`src/rtl/aclint_multi_if.sv`:
```
// aclint_multi_if: Membus request/response bundle (valid/ready/wen/addr/wdata/wmask -> rvalid/rdata), master and slave modports
interface aclint_multi_if;
  logic        valid;
  logic        ready;
  logic        wen;
  logic [63:0] addr;
  logic [63:0] wdata;
  logic [7:0]  wmask;
  logic        rvalid;
  logic [63:0] rdata;
  modport master (output valid, wen, addr, wdata, wmask, input ready, rvalid, rdata);
  modport slave (input valid, wen, addr, wdata, wmask, output ready, rvalid, rdata);
endinterface

```
`src/rtl/aclint_multi.sv`:
```
// aclint_multi: multi-hart ACLINT (shared mtime + prescaler, per-hart MSIP/MTIMECMP/SETSSIP); ports clk, rst (async active-low), membus slave, msip/mtip/setssip per hart, mtime
module aclint_multi #(
  parameter int unsigned NUM_HARTS = 4,
  parameter logic [63:0] BASE = 64'h0200_0000,
  parameter int unsigned TICK_DIV = 1
) (
  input  logic                 clk,
  input  logic                 rst,
  aclint_multi_if.slave        membus,
  output logic [NUM_HARTS-1:0] msip,
  output logic [NUM_HARTS-1:0] mtip,
  output logic [NUM_HARTS-1:0] setssip,
  output logic [63:0]          mtime
);
  localparam logic [15:0] LAST = 16'(TICK_DIV - 1);
  logic [NUM_HARTS-1:0] msip_q, msip_d, setssip_q, setssip_d;
  logic [63:0] cmp_q [NUM_HARTS];
  logic [63:0] cmp_d [NUM_HARTS];
  logic [63:0] mtime_q, mtime_d, rdata_q, rdata_d, rd_val, m;
  logic [15:0] presc_q, presc_d;
  logic rvalid_q, rvalid_d, blk, req_wr, req_rd, tick;
  logic sel_msip, sel_cmp, sel_mtime, sel_ssip;
  logic [10:0] idx;
  logic unused_addr;
  assign unused_addr = ^membus.addr[2:0];
  assign membus.ready = 1'b1;
  assign membus.rvalid = rvalid_q;
  assign membus.rdata = rdata_q;
  assign msip = msip_q;
  assign setssip = setssip_q;
  assign mtime = mtime_q;
  always_comb begin
    blk = membus.valid && membus.addr[63:16] == BASE[63:16];
    req_wr = blk && membus.wen;
    req_rd = membus.valid && !membus.wen;
    idx = membus.addr[13:3];
    sel_msip = blk && membus.addr[15:14] == 2'b00;
    sel_cmp = blk && membus.addr[15:14] == 2'b01;
    sel_mtime = blk && membus.addr[15:3] == 13'h17FF;
    sel_ssip = blk && membus.addr[15:14] == 2'b11;
    for (int b = 0; b < 8; b++) m[8*b +: 8] = {8{membus.wmask[b]}};
  end
  always_comb begin
    tick = presc_q == LAST;
    presc_d = tick ? 16'd0 : presc_q + 16'd1;
    // an MTIME write overrides the tick and merges with the pre-increment value
    mtime_d = (req_wr && sel_mtime) ? (membus.wdata & m) | (mtime_q & ~m) : mtime_q + {63'd0, tick};
    rd_val = sel_mtime ? mtime_q : 64'd0;
    msip_d = msip_q;
    cmp_d = cmp_q;
    setssip_d = '0;
    for (int i = 0; i < NUM_HARTS; i++) begin
      if (idx == 11'(i) && sel_msip && req_wr && membus.wmask[0]) msip_d[i] = membus.wdata[0];
      if (idx == 11'(i) && sel_cmp && req_wr) cmp_d[i] = (membus.wdata & m) | (cmp_q[i] & ~m);
      setssip_d[i] = idx == 11'(i) && sel_ssip && req_wr && membus.wmask[0] && membus.wdata[0];
      if (idx == 11'(i) && sel_msip) rd_val = {63'd0, msip_q[i]};
      if (idx == 11'(i) && sel_cmp) rd_val = cmp_q[i];
    end
    rvalid_d = req_rd;
    rdata_d = req_rd ? rd_val : rdata_q;
  end
  always_comb begin
    for (int i = 0; i < NUM_HARTS; i++) mtip[i] = mtime_q >= cmp_q[i];
  end
  always_ff @(posedge clk or negedge rst) begin
    if (!rst) begin
      msip_q <= '0;
      setssip_q <= '0;
      cmp_q <= '{default: '1};
      mtime_q <= '0;
      presc_q <= '0;
      rvalid_q <= 1'b0;
      rdata_q <= '0;
    end else begin
      msip_q <= msip_d;
      setssip_q <= setssip_d;
      cmp_q <= cmp_d;
      mtime_q <= mtime_d;
      presc_q <= presc_d;
      rvalid_q <= rvalid_d;
      rdata_q <= rdata_d;
    end
  end
endmodule

```
`src/flat_wrapper.sv`:
```
// flat-port wrapper written by rule: the top's interface ports become plain ports
module aclint_multi_flat 
#(
  parameter int unsigned NUM_HARTS = 4,
  parameter logic [63:0] BASE = 64'h0200_0000,
  parameter int unsigned TICK_DIV = 1
)
  (clk, rst, msip, mtip, setssip, mtime, membus_valid, membus_wen, membus_addr, membus_wdata, membus_wmask, membus_ready, membus_rvalid, membus_rdata);
  aclint_multi_if membus_i ();
  input  logic clk;
  input  logic rst;
  output logic [NUM_HARTS-1:0] msip;
  output logic [NUM_HARTS-1:0] mtip;
  output logic [NUM_HARTS-1:0] setssip;
  output logic [63:0] mtime;
  input wire logic [$bits(membus_i.valid)-1:0] membus_valid;
  input wire logic [$bits(membus_i.wen)-1:0] membus_wen;
  input wire logic [$bits(membus_i.addr)-1:0] membus_addr;
  input wire logic [$bits(membus_i.wdata)-1:0] membus_wdata;
  input wire logic [$bits(membus_i.wmask)-1:0] membus_wmask;
  output wire logic [$bits(membus_i.ready)-1:0] membus_ready;
  output wire logic [$bits(membus_i.rvalid)-1:0] membus_rvalid;
  output wire logic [$bits(membus_i.rdata)-1:0] membus_rdata;
  assign membus_i.valid = membus_valid;
  assign membus_i.wen = membus_wen;
  assign membus_i.addr = membus_addr;
  assign membus_i.wdata = membus_wdata;
  assign membus_i.wmask = membus_wmask;
  assign membus_ready = membus_i.ready;
  assign membus_rvalid = membus_i.rvalid;
  assign membus_rdata = membus_i.rdata;
  aclint_multi #(.NUM_HARTS(NUM_HARTS), .BASE(BASE), .TICK_DIV(TICK_DIV)) u_core (.clk(clk), .rst(rst), .membus(membus_i), .msip(msip), .mtip(mtip), .setssip(setssip), .mtime(mtime));
endmodule
```
`config.mk`:
```
export PLATFORM = sky130hd
export DESIGN_NAME = aclint_multi_flat
export DESIGN_NICKNAME = d
export VERILOG_FILES = /design/src/rtl/aclint_multi_if.sv /design/src/rtl/aclint_multi.sv /design/src/flat_wrapper.sv
export SDC_FILE = /design/constraint.sdc
export NUM_CORES = 1
export LEC_CHECK = 0
export ABC_AREA = 0
export BUFFER_PORTS_ARGS = -buffer_cell sky130_fd_sc_hd__buf_2
export CELL_PAD_IN_SITES_DETAIL_PLACEMENT = 1
export CELL_PAD_IN_SITES_GLOBAL_PLACEMENT = 1
export CORE_UTILIZATION = 43
export DETAILED_ROUTE_END_ITERATION = 7
export PLACE_DENSITY_LB_ADDON = 0.15
export SLEW_MARGIN = 20
export SYNTH_ARGS = -nofsm -noshare
export SYNTH_HDL_FRONTEND = slang
export SYNTH_SLANG_ARGS = --single-unit
export TNS_END_PERCENT = 100
```
`constraint.sdc`:
```
create_clock -name clk -period 3.4 [get_ports clk]
set_clock_uncertainty 0.2 [all_clocks]
set_input_delay 0.68 -clock clk [delete_from_list [all_inputs] [get_ports clk]]
set_output_delay 0.68 -clock clk [all_outputs]
set_load 0.1 [all_outputs]
```
==> metrics <==
list of cells traversed by the critical path inv_2 -> ha_4 -> nand4_1 -> nor4_4 -> nand4_1 -> or4_4 -> o221ai_2 -> a41oi_2 -> nand4_1 -> buf_12; pwr dens 351 nW/um^2; clock insertion delay at the later pin of the skew report 610 ps; horizontal die dimension 246 um; adder-cell share of the synthesized area 0.127; leakage power 15.0 nW; Worst R2R Start u_core.presc_q[0]; startpoint of the lowest-slack hold path membus_wdata[61]; routed wire length 96,100 um; Root Buffer Master sky130_fd_sc_hd__clkbuf_16; relative area change from synthesis to final layout 31.1%; portion of the post-synthesis area used by sequential elements 0.412; critical path arrival 3530 ps; number of antenna violations at the first check in global routing 2; yosys synthesis warning count 0; post-synthesis cell type count 78; H-tree depth 2; DPL Wire Length 71,500 um; combinational family with the most area after synthesis compound AO/OA/AOI/OAI gates; primary flip-flop cell chosen by synthesis mapping sky130_fd_sc_hd__dfstp_2; worst slew margin relative to its limit 0.476; xor/xnor cell area share of the yosys netlist 0.00478; setup repair after global routing missed its margin true; endpoints failing hold 0; design area 33,600 um^2; Worst Setup Slack post-DPL -862 ps; Final Max Slew Viols 0; area after detailed placement 31,300 um^2; clock tree from TritonCTS done; number of fill cells in the layout 6,475; global-route wire length before repair 149,000 um; number of flip-flops and latches in the synthesized netlist 409; Port-buffer cells 277; final number of setup-violating endpoints 4; height of the die 246 um; Antenna Violating Nets Remaining 0; simple-gate area share of the yosys netlist 0.129; average via count per standard cell 5.95; critical path class register to primary output; synthesized instance count 2,452; CTS Sinks 409; number of detailed-routing iterations run before antenna repair 8; critical path's largest stage delay 550 ps; hold-critical path depth 2; average wire per cell in the routed design 24.5 um; Mapped Nets 2,852; initial core utilization 0.435; share of cells above drive strength 1 0.404; worst-case setup margin in the final layout -1010 ps; number of global-route vias before repair 25,327; register-to-register setup slack 120 ps; number of flops mapped to enable cells by yosys 0; worst hold path class primary input to register; worst-margin pin slew 786 ps; result of the run finished, violations left; Worst setup EP type primary output; total global routing track utilization 0.318; Post-Syn Area per Cell 10.5 um^2; post-route DRC violation count 0; clock-pin slew of the registers on the worst-case setup and hold paths 60 ps; total I/O pin count 282; clock buffer depth 3; Core Footprint 59,000 um^2; failing checks negative setup slack; fraction of registers with async set or reset after synthesis 1.00; maximum number of pins on one net before global-route repair 74; Setup crit start kind register; Iter 0 DRT Violations 1,506; time the final worst path needs with I/O delays and setup 4410 ps; count of cells along the worst register-to-register path 13; global placer's final weighted congestion 0.902; std cell rows 89; # Max-Cap Violations 0; Final Core Density 0.570; Max Fclk 227 MHz; clock buffers created by TritonCTS 50; via count 23,310; total number of nets in the final design 3,502; biggest fanout along the worst timing path 2; Post-Syn Area 25,600 um^2; required time at the worst-slack endpoint 2520 ps; Slowest-stage cell, CP sky130_fd_sc_hd__dfstp_2; cell seen most often among critical-path stages sky130_fd_sc_hd__nand4_1; mux share of post-synthesis cell area 0.123; DIE AREA 60,600 um^2; fraction of the mapped netlist area in compound gates 0.151; period utilization 1.30; IR drop worst, VDD 0.422 mV; sum of overflow across all layers after global routing 0
-- metrics by stage --
| step | cells | power, mW | TNS, ps | hold WS (ps) |
|---|---|---|---|---|
| 2_1_floorplan | 2452 | 5.91 | -918 | 184 |
| 3_3_place_gp | 3812 | 6.33 | -2560 | 262 |
| 3_5_place_dp | 3812 | 6.36 | -5710 | 265 |
| 4_1_cts | 3911 | 11.9 | -3320 | 150 |
| 5_1_grt | 3918 | 12.1 | -3700 | 171 |
| 6_report | 3919 | 11.8 | -3250 | 183 |
-- per-layer routing --
metal  up-vias  share of wire  global-route usage  wire length, um
li1      10437              -                   -                -
met1     12011           0.41               0.399            39800
met3       179          0.049              0.0443             4680
met5         -              0                   0                0
met4         0          0.031               0.106             3020
met2       683           0.51               0.556            48600
-- synthesized netlist by cell type (11+ instances only) --
master / n / area, um^2
sky130_fd_sc_hd__nor2_1: 160 / 601
sky130_fd_sc_hd__a221oi_1: 66 / 578
sky130_fd_sc_hd__a222oi_1: 62 / 621
sky130_fd_sc_hd__a31oi_1: 11 / 68.8
sky130_fd_sc_hd__clkbuf_1: 53 / 199
sky130_fd_sc_hd__nor4_1: 14 / 87.6
sky130_fd_sc_hd__and3_1: 32 / 200
sky130_fd_sc_hd__ha_1: 260 / 3250
sky130_fd_sc_hd__o21ai_0: 63 / 315
sky130_fd_sc_hd__a21oi_1: 156 / 781
sky130_fd_sc_hd__nor3_1: 20 / 100
sky130_fd_sc_hd__nand4_1: 83 / 519
sky130_fd_sc_hd__o211ai_1: 13 / 97.6
sky130_fd_sc_hd__a211oi_1: 23 / 173
sky130_fd_sc_hd__nand2_1: 102 / 383
sky130_fd_sc_hd__o21ai_1: 18 / 90.1
sky130_fd_sc_hd__mux2_4: 55 / 826
sky130_fd_sc_hd__buf_2: 28 / 140
sky130_fd_sc_hd__o22ai_1: 16 / 100
sky130_fd_sc_hd__and4_1: 14 / 123
sky130_fd_sc_hd__nand3_1: 71 / 355
sky130_fd_sc_hd__a21o_1: 46 / 345
sky130_fd_sc_hd__inv_1: 268 / 1010
sky130_fd_sc_hd__dfstp_2: 256 / 6730
sky130_fd_sc_hd__and2_1: 17 / 106
sky130_fd_sc_hd__dfrtp_1: 153 / 3830
sky130_fd_sc_hd__mux2_1: 200 / 2250
sky130_fd_sc_hd__o221a_1: 11 / 124
sky130_fd_sc_hd__nand2b_1: 17 / 106
sky130_fd_sc_hd__xnor2_1: 13 / 114
-- what timing repair did --
item / CTS / global route
gates resized for setup: 73 / 45
endpoints found under the setup margin: 18 / 23
hold buffers: 1 / 0
pin swaps: 25 / 26
hold endpoints to repair: 25 / 0
setup buffers: 6 / 6
-- power breakdown --
part           switching, mW  internal [mW]  leakage, nW  total (mW)
logic                   1.04          0.212         9.74        1.25
clock network           2.23           3.28        0.830        5.51
registers             0.0511           4.97         4.46        5.02
total                   3.32           8.47         15.0        11.8
-- kinds of logic (layout without fill, tap and decap cells) --
kind of cell	Yosys count	count (layout)
AND/OR/NAND/NOR	599	599
AO/OA/AOI/OAI	551	551
flip-flops	409	409
buffers and inverters	356	1048
multiplexers	262	262
adder cells (fa/ha/maj)	260	260
XOR/XNOR	14	14
other	1	3
-- area by class of cell --
class,instances,area (um^2),area share
inverters,268,1010,0.0299
clock inverters,11,105,0.00313
well taps,773,967,0.0288
clock buffers,83,1570,0.0467
repair buffers,686,4840,0.144
flip-flops and latches,409,10700,0.318
multi-input cells,1687,14500,0.430
diodes,2,5.00,0.000149
-- layout by cell type (no fill, tap or decap), types with 55 or more instances in the layout --
cell and count:
sky130_fd_sc_hd__buf_2 272, sky130_fd_sc_hd__a21oi_1 153, sky130_fd_sc_hd__mux2_1 200, sky130_fd_sc_hd__mux2_4 55
sky130_fd_sc_hd__nand2_1 100, sky130_fd_sc_hd__dfstp_2 256, sky130_fd_sc_hd__nor2_1 160, sky130_fd_sc_hd__buf_4 377
sky130_fd_sc_hd__a222oi_1 62, sky130_fd_sc_hd__inv_1 259, sky130_fd_sc_hd__ha_1 231, sky130_fd_sc_hd__a221oi_1 65
sky130_fd_sc_hd__nand3_1 63, sky130_fd_sc_hd__dfrtp_1 92, sky130_fd_sc_hd__nand4_1 83
-- how the worst max path moves through the flow --
stage              end  slack [ps]
2_1_floorplan  mtip[0]        -470
5_1_grt        mtip[1]       -1090
3_3_place_gp   mtip[1]        -720
6_report       mtip[0]       -1010
3_5_place_dp   mtip[1]        -860
4_1_cts        mtip[1]       -1040
-- critical path, delay by kind of cell, from the launching register on --
| kind | cells | cell delay, ps |
|---|---|---|
| AOI/OAI and AO/OA | 2 | 250 |
| buffers and inverters | 2 | 270 |
| DFF | 1 | 550 |
| and+or+nand+nor | 5 | 1580 |
| adders and majority gates | 1 | 260 |
Power figures use the tool's default switching activity.
